--- src/rtl/unit_test_sequencer.sv ---
// unit_test_sequencer: launches per-unit self-tests over start/done handshakes,
// either a single selected unit or all units in index order, with a per-unit
// cycle timeout. Accumulates pass/fail/timeout masks for the top-level controller.
module unit_test_sequencer #(
    parameter int N_UNITS = 3,
    parameter int TIMEOUT = 10000,
    parameter int CYC_W   = 16,
    localparam int SW     = (N_UNITS > 1) ? $clog2(N_UNITS) : 1
) (
    input  logic               clk,
    input  logic               reset,
    input  logic               i_start,
    input  logic               i_mode,
    input  logic [SW-1:0]      i_sel,
    output logic [N_UNITS-1:0] o_unit_start,
    input  logic [N_UNITS-1:0] i_unit_done,
    input  logic [N_UNITS-1:0] i_unit_pass,
    output logic               o_busy,
    output logic               o_done,
    output logic [SW-1:0]      o_cur_unit,
    output logic [N_UNITS-1:0] o_pass_mask,
    output logic [N_UNITS-1:0] o_fail_mask,
    output logic [N_UNITS-1:0] o_tmo_mask,
    output logic [CYC_W-1:0]   o_last_cycles,
    output logic               o_bad_sel
);

    typedef enum logic [2:0] {
        S_IDLE,
        S_LAUNCH,
        S_WAIT,
        S_NEXT,
        S_FINISH
    } state_t;

    // Widened by one bit so the unit count itself and TIMEOUT+1 are representable.
    localparam logic [SW:0]    N_LIM  = (SW+1)'(N_UNITS);
    localparam logic [SW:0]    LAST_U = (SW+1)'(N_UNITS - 1);
    localparam logic [CYC_W:0] TMO_X  = (CYC_W+1)'(TIMEOUT);

    state_t           state;
    state_t           state_nxt;
    logic             run_all;
    logic [CYC_W-1:0] cyc_cnt;
    logic [CYC_W:0]   cyc_inc;
    logic             sel_ok;
    logic             unit_done;
    logic             unit_pass;
    logic             tmo_hit;
    logic             more_units;

    // Only the active unit's handshake is observed; other channels are ignored.
    assign unit_done  = i_unit_done[o_cur_unit];
    assign unit_pass  = i_unit_pass[o_cur_unit];
    assign sel_ok     = ({1'b0, i_sel} < N_LIM);
    assign cyc_inc    = {1'b0, cyc_cnt} + 1'b1;
    assign tmo_hit    = (cyc_inc == TMO_X);
    assign more_units = run_all && ({1'b0, o_cur_unit} < LAST_U);

    // State register.
    // NOTE: sequential state uses non-blocking assignments so every flop samples
    // pre-edge values regardless of process ordering.
    always_ff @(posedge clk or posedge reset) begin
        if (reset) begin
            state <= S_IDLE;
        end else begin
            state <= state_nxt;
        end
    end

    // Next-state selection and the state-decoded launch/done pulses.
    // NOTE: every output of this block gets a default first, so no path can
    // leave a value unassigned and infer a latch.
    always_comb begin
        state_nxt    = state;
        o_unit_start = '0;
        o_done       = 1'b0;
        case (state)
            S_IDLE: begin
                if (i_start) begin
                    state_nxt = (i_mode || sel_ok) ? S_LAUNCH : S_FINISH;
                end
            end
            S_LAUNCH: begin
                o_unit_start = N_UNITS'(1) << o_cur_unit;
                state_nxt    = S_WAIT;
            end
            S_WAIT: begin
                if (unit_done || tmo_hit) begin
                    state_nxt = S_NEXT;
                end
            end
            S_NEXT: begin
                state_nxt = more_units ? S_LAUNCH : S_FINISH;
            end
            S_FINISH: begin
                o_done    = 1'b1;
                state_nxt = S_IDLE;
            end
            default: state_nxt = S_IDLE;
        endcase
    end

    // Run context, cycle counter and result bookkeeping.
    // NOTE: every register here is small control state, so all of it is reset;
    // there is no storage array that could be left unreset.
    always_ff @(posedge clk or posedge reset) begin
        if (reset) begin
            run_all       <= 1'b0;
            cyc_cnt       <= '0;
            o_busy        <= 1'b0;
            o_cur_unit    <= '0;
            o_pass_mask   <= '0;
            o_fail_mask   <= '0;
            o_tmo_mask    <= '0;
            o_last_cycles <= '0;
            o_bad_sel     <= 1'b0;
        end else begin
            case (state)
                S_IDLE: begin
                    if (i_start) begin
                        o_pass_mask <= '0;
                        o_fail_mask <= '0;
                        o_tmo_mask  <= '0;
                        if (i_mode || sel_ok) begin
                            run_all       <= i_mode;
                            o_cur_unit    <= i_mode ? '0 : i_sel;
                            o_busy        <= 1'b1;
                            o_bad_sel     <= 1'b0;
                            o_last_cycles <= '0;
                        end else begin
                            // Rejected selection: report it and finish without launching.
                            o_bad_sel <= 1'b1;
                        end
                    end
                end
                S_LAUNCH: begin
                    cyc_cnt <= '0;
                end
                S_WAIT: begin
                    cyc_cnt <= cyc_inc[CYC_W-1:0];
                    // A done arriving on the timeout cycle still counts as a verdict.
                    if (unit_done) begin
                        if (unit_pass) begin
                            o_pass_mask[o_cur_unit] <= 1'b1;
                        end else begin
                            o_fail_mask[o_cur_unit] <= 1'b1;
                        end
                        o_last_cycles <= cyc_inc[CYC_W-1:0];
                    end else if (tmo_hit) begin
                        o_tmo_mask[o_cur_unit] <= 1'b1;
                        o_last_cycles          <= CYC_W'(TIMEOUT);
                    end
                end
                S_NEXT: begin
                    if (more_units) begin
                        o_cur_unit <= o_cur_unit + 1'b1;
                    end
                end
                S_FINISH: begin
                    o_busy <= 1'b0;
                end
                default: ;
            endcase
        end
    end

endmodule

--- config.mk ---
export PLATFORM = sky130hd
export DESIGN_NAME = unit_test_sequencer
export DESIGN_NICKNAME = d
export VERILOG_FILES = /design/src/rtl/unit_test_sequencer.sv
export SDC_FILE = /design/constraint.sdc
export NUM_CORES = 1
export LEC_CHECK = 0
export BUFFER_PORTS_ARGS = -buffer_cell sky130_fd_sc_hd__buf_2
export CAP_MARGIN = 20
export CORE_ASPECT_RATIO = 2
export CORE_MARGIN = 1.5
export CORE_UTILIZATION = 25
export CTS_CLUSTER_SIZE = 40
export DETAILED_ROUTE_END_ITERATION = 12
export GPL_ROUTABILITY_DRIVEN = 0
export PLACE_DENSITY = 0.53
export SLEW_MARGIN = 20
export SYNTH_ARGS = -nofsm -noshare
export SYNTH_HDL_FRONTEND = slang
export SYNTH_SLANG_ARGS = --single-unit
--- constraint.sdc ---
create_clock -name clk -period 3.3 [get_ports clk]
set_clock_uncertainty 0.2 [all_clocks]
set_input_delay 0 -clock clk [delete_from_list [all_inputs] [get_ports clk]]
set_output_delay 0 -clock clk [all_outputs]
set_load 0.01 [all_outputs]
# Yosys cells after proc, flatten, opt, wreduce, memory -nomap -nowiden
# Index checks and enable logic that the tools add are counted.
# op_classes
mux,38
n_eq_ne,15
reduce_logical,18
bitwise,3
addsub,2
n_lt_le_gt_ge,4
n_shift,1
# ops
operator,count
$mux 16,4
$pmux 16 s2,2
$mux 3,12
$reduce_and 4->1,5
$ne 2x2->1 const B,9
$pmux 3 s2,3
$add 16x1->17 const B,1
$eq 17x14->1 const B,1
$pmux 3 s4,1
$or 3x3->3,3
$mux 2,4
$reduce_bool 2->1,4
$mux 1,7
$eq 3x2->1 const B,2
$reduce_and 3->1,2
$bmux 1 s2,2
$lt 2x2->1 const B,2
$pmux 2 s2,1
$reduce_and 2->1,2
$eq 3x1->1 const B,1
$eq 3x3->1 const B,1
$logic_not 3->1,1
$lt 2x3->1 const B,1
$ne 3x3->1 const B,1
7 further kinds,9
# totals
regBits,49
output_inout_bits,33
inputBits,12

# Depth between registers and ports, before layout
# logic_depth
ltp_word,8
depth_mapped,9
depth_no_buf,7

# Worst setup path before layout
# No wires, ideal clock.
# synth_timing
path_type,reg2reg
from,register cyc_cnt[0]
to,register o_last_cycles[0]
period_less_slack_ns,2.688
path_stages_with_launch,10
arrival_time_ns,2.357
path_slack_ns,0.612
path_cell_list,dfrtp_1 > ha_1 > buf_2 > nand3_1 > nor4_2 > xnor2_1 > nand3b_1 > nor4_4 > buf_6 > o22ai_1
# synth_via
elab_chain_cells,4
word_cells_on_any_way,6
classes_between,add/sub (1); eq/ne (2); mux (2); reduce/logical (1)
# synth_lines
item,line_no,source
"start, declared",44,logic [CYC_W-1:0] cyc_cnt;
"start signal, assigned",141,cyc_cnt <= cyc_inc[CYC_W-1:0];
$add 16x1->17 *,56,"assign cyc_inc = {1'b0, cyc_cnt} + 1'b1;"
$eq 17x14->1,57,assign tmo_hit = (cyc_inc == TMO_X);
$ne 3x3->1 (no line),n/a,
$reduce_and 4->1 (no line),n/a,
"end signal, assigned",149,o_last_cycles <= cyc_inc[CYC_W-1:0];
"end signal, assigned",152,o_last_cycles <= CYC_W'(TIMEOUT);
"end, declared",24,"output logic [CYC_W-1:0] o_last_cycles,"
# Mark *: on every way between the ends. The rest lies on a longest branch, timed or not.
# A chain may end at the register's enable or synchronous reset.

# Final worst setup path
# Same ends and word-level chain as after synthesis.

==> impl_results.md <==
- Final Worst Setup Slack: 285.4 ps
- Pwr Total: 2.329 mW
- Initial core utilization: 0.2574
- CP Launch Type: register
- Remaining global-route overflow: 0
- Commonest non-fill, non-tap cell in the layout: nand2_1
- IO Pins: between 40 and 50
- Mapped Nets: 329
- Final ANT Viol Nets: 0
- Synth cell types: 53
- Flop-to-flop setup slack: 290 ps
- Status: completed
- DRT iter0 DRCs: 110
- Logic pwr share: 0.407
- Final Cycle Share: 0.9135
- EDFF count, synth: 0
- Pre-antenna DRT Iters: 4
- R2R Path End: o_last_cycles[0]
- Hold path cells: 5
- Yosys reg bits: a little under 50
- Most frequent cells in the layout: nand2_1 (53), dfrtp_1 (49), buf_2 (44)
- Area leader, netlist: dfrtp_1
- Row Count: 53
- R2R depth: 8
- Worst Setup End Kind: register
- H-tree levels: 2
- Fill count: 1109
- Final wirelength: 7609 um
- DRC: 0
- Post-synth top area share: 0.4518
- Vias post-DR: 2461
- Final Hold Viols: 0
- Ant diodes: 0
- Worst Tran Pin Value: 858.7 ps
- Net switching power: 0.9670 mW
- Cells along the critical path: ha_1, nand3_1, nor4_2, xnor2_1, nand3b_1, nor4_4, buf_4, o22ai_1
- Initial antenna violation count: 0
- GRT Util Overall: 0.1361
- Sequential Power Share: 0.373
- Clk root buf: clkbuf_16
- Syn Std Cell Area: 0.002714 mm2
- DR vias/cell: 4.982
- Post-Place Setup Slack: approximately 230 ps
- DP Cell Count: 480
- HPWL Detailed: roughly 5700 um
- Relative slew slack: 0.4269
- Synth Warn #: 0
- Vias in the first global route: 2398
- Switching part of the total power: 0.4153
- Slowest CP cell: dfrtp_1
- RSZ-0062 raised after global routing: no
- Clk pin slew, worst setup/hold paths: 70 ps
- Final std cells w/o fill: 494
- CP max stage delay: a little under 500 ps
- Worst Hold Class: input pin to register
- Hold EP: o_last_cycles[1]
- Hold_ws: roughly 140 ps
- Die area: approximately 0.012 mm2
- Routed wire per std cell: between 15 and 20 um
- Top post-synthesis cells by area: dfrtp_1 (45%), nand2_1 (7.3%), o21ai_0 (4.8%)
- Core Box Area: about 0.011 mm2
- Cells after Synth: approximately 310
- Total clock sinks: 49
- Worst endpoint required time: 3270 ps
- First-pass GRT wire length: 12030 um
- Die width: 76.67 um
- Synth Area per Inst: between 8 and 9 um2
- Maximum vdd ir drop: around 0.28 mV
- Fin crit period: ~3000 ps
- Sequential element share of the synthesized area: 0.4518
- PwrDens: between 700 and 800 mW/mm2
- Clock Latency Late Sink: 300 ps
- Layout cell share with drive strength beyond 1: 0.1849
- Port bufs: 44
- Setup_tns: 0 ps
- Async set-or-reset flop fraction in the synthesized netlist: 1.000
- # setup viols final: 0
- Critical path class: register to register
- Clk buf depth: 2
- Total CTS buffers: 5
- Max Fclk: 331.7 MHz
- Hold Path Origin: i_unit_done[1]
- Cell-internal power: 1.362 mW
- CTS tree: yes
- Post-CTS setup buffers: 0
- LEAKAGE: around 1.4 nW
- R2r startpoint: cyc_cnt[0]
- NumNets Final: between 300 and 400
- Crit path DAT: 2980 ps
- Clk pwr share: 0.219
- Max FO, Critical Path: 11
- Max Slew Vio Count: 0
- Largest net degree at the start of global routing: 50
- Die Span Y: 150.3 um
- Max_cap viols: 0
- Critical path's top delay family: simple AND/OR/NAND/NOR gates
- Area growth, synth to finish: 20.61%
- Sum of buffers and inverters on the critical path: 1
- Post-synth top flop: dfrtp_1
==> registers in the layout (all words and copies together) (netlist names) <==
name           cells
o_fail_mask        3
o_tmo_mask         3
cyc_cnt           16
o_last_cycles     16
state              3
run_all            1
o_pass_mask        3
o_cur_unit         2
o_busy             1
o_bad_sel          1
==> cells by family after synthesis <==
family,synth area share
and+or+nand+nor,0.2467
xor gates and xnor gates,0.04472
DFF,0.4518
adders and majority gates,0.01844
buffers and inverters,0.04195
muxes,0.007377
AOI/OAI and AO/OA,0.1890
==> synth_stat cells (5+ instances only) <==
library cell,instances
nand2_1,53
dfrtp_1,49
nor2_1,29
o21ai_0,26
a21oi_1,18
clkbuf_1,15
nand3_1,9
o22ai_1,9
xnor2_1,7
and2_1,6
inv_1,6
o21ai_1,6
o31ai_1,6
nand2b_1,5
xor2_1,5
==> tightest hold or removal path, cell delays in order <==
cell and delay (ps):
buf_2 90, nand2_1 50, o22ai_1 220, nand3_1 170, o21ai_1 60
==> what timing repair did <==
action                                  in CTS  in global routing
endpoints found under the hold margin       54                  0
hold buffers                                 6                  0
resized for setup                            0                  1
endpoints found under the setup margin       0                 14
==> per-stage QoR <==
| step | area, um2 | util |
|---|---|---|
| 2_1_floorplan | 2714 | - |
| 3_3_place_gp | 3067 | 0.2909 |
| 3_5_place_dp | 3067 | 0.2909 |
| 4_1_cts | 3267 | 0.3098 |
| 5_1_grt | 3273 | 0.3104 |
| 6_report | 3273 | 0.3104 |
==> layer usage <==
layer / global-route usage / wire [um]
met1: 0.1214 / 2705
met2: 0.2730 / 4355
met3: 0.02303 / 237
met4: 0.08611 / 311
met5: 0 / 0
==> power groups by stage <==
stage | clock [mW] | sequential (mW) | combinational (mW)
after global placement | 0 | 0.879 | 0.944
after floorplan | 0 | 0.860 | 0.623
after CTS | 0.525 | 0.870 | 0.970
final | 0.511 | 0.870 | 0.948
after detailed placement | 0 | 0.881 | 0.954
after global routing | 0.544 | 0.895 | 1.06
==> worst max-delay path by stage <==
| stage | from | to | slack, ps | cells after the start |
|---|---|---|---|---|
| 6_report | cyc_cnt[0] | o_last_cycles[0] | 290 | 8 |
| 3_3_place_gp | cyc_cnt[0] | o_last_cycles[15] | 340 | 8 |
| 4_1_cts | cyc_cnt[0] | o_last_cycles[0] | 220 | 8 |
| 3_5_place_dp | cyc_cnt[0] | o_last_cycles[0] | 230 | 8 |
| 5_1_grt | cyc_cnt[0] | o_last_cycles[0] | 20 | 8 |
| 2_1_floorplan | cyc_cnt[0] | o_last_cycles[0] | 610 | 9 |
==> area by class of cell <==
type	count	area [um2]	area share
multi-input combinational	237	1379	0.4213
sequential	49	1226	0.3746
timing repair buffer	57	332.8	0.1017
tap	137	171.4	0.05237
clock buffer	7	132.6	0.04052
inverter	6	23.77	0.007263
clock inverter	1	7.507	0.002294
No activity file was read; power rests on OpenSTA's default activity.
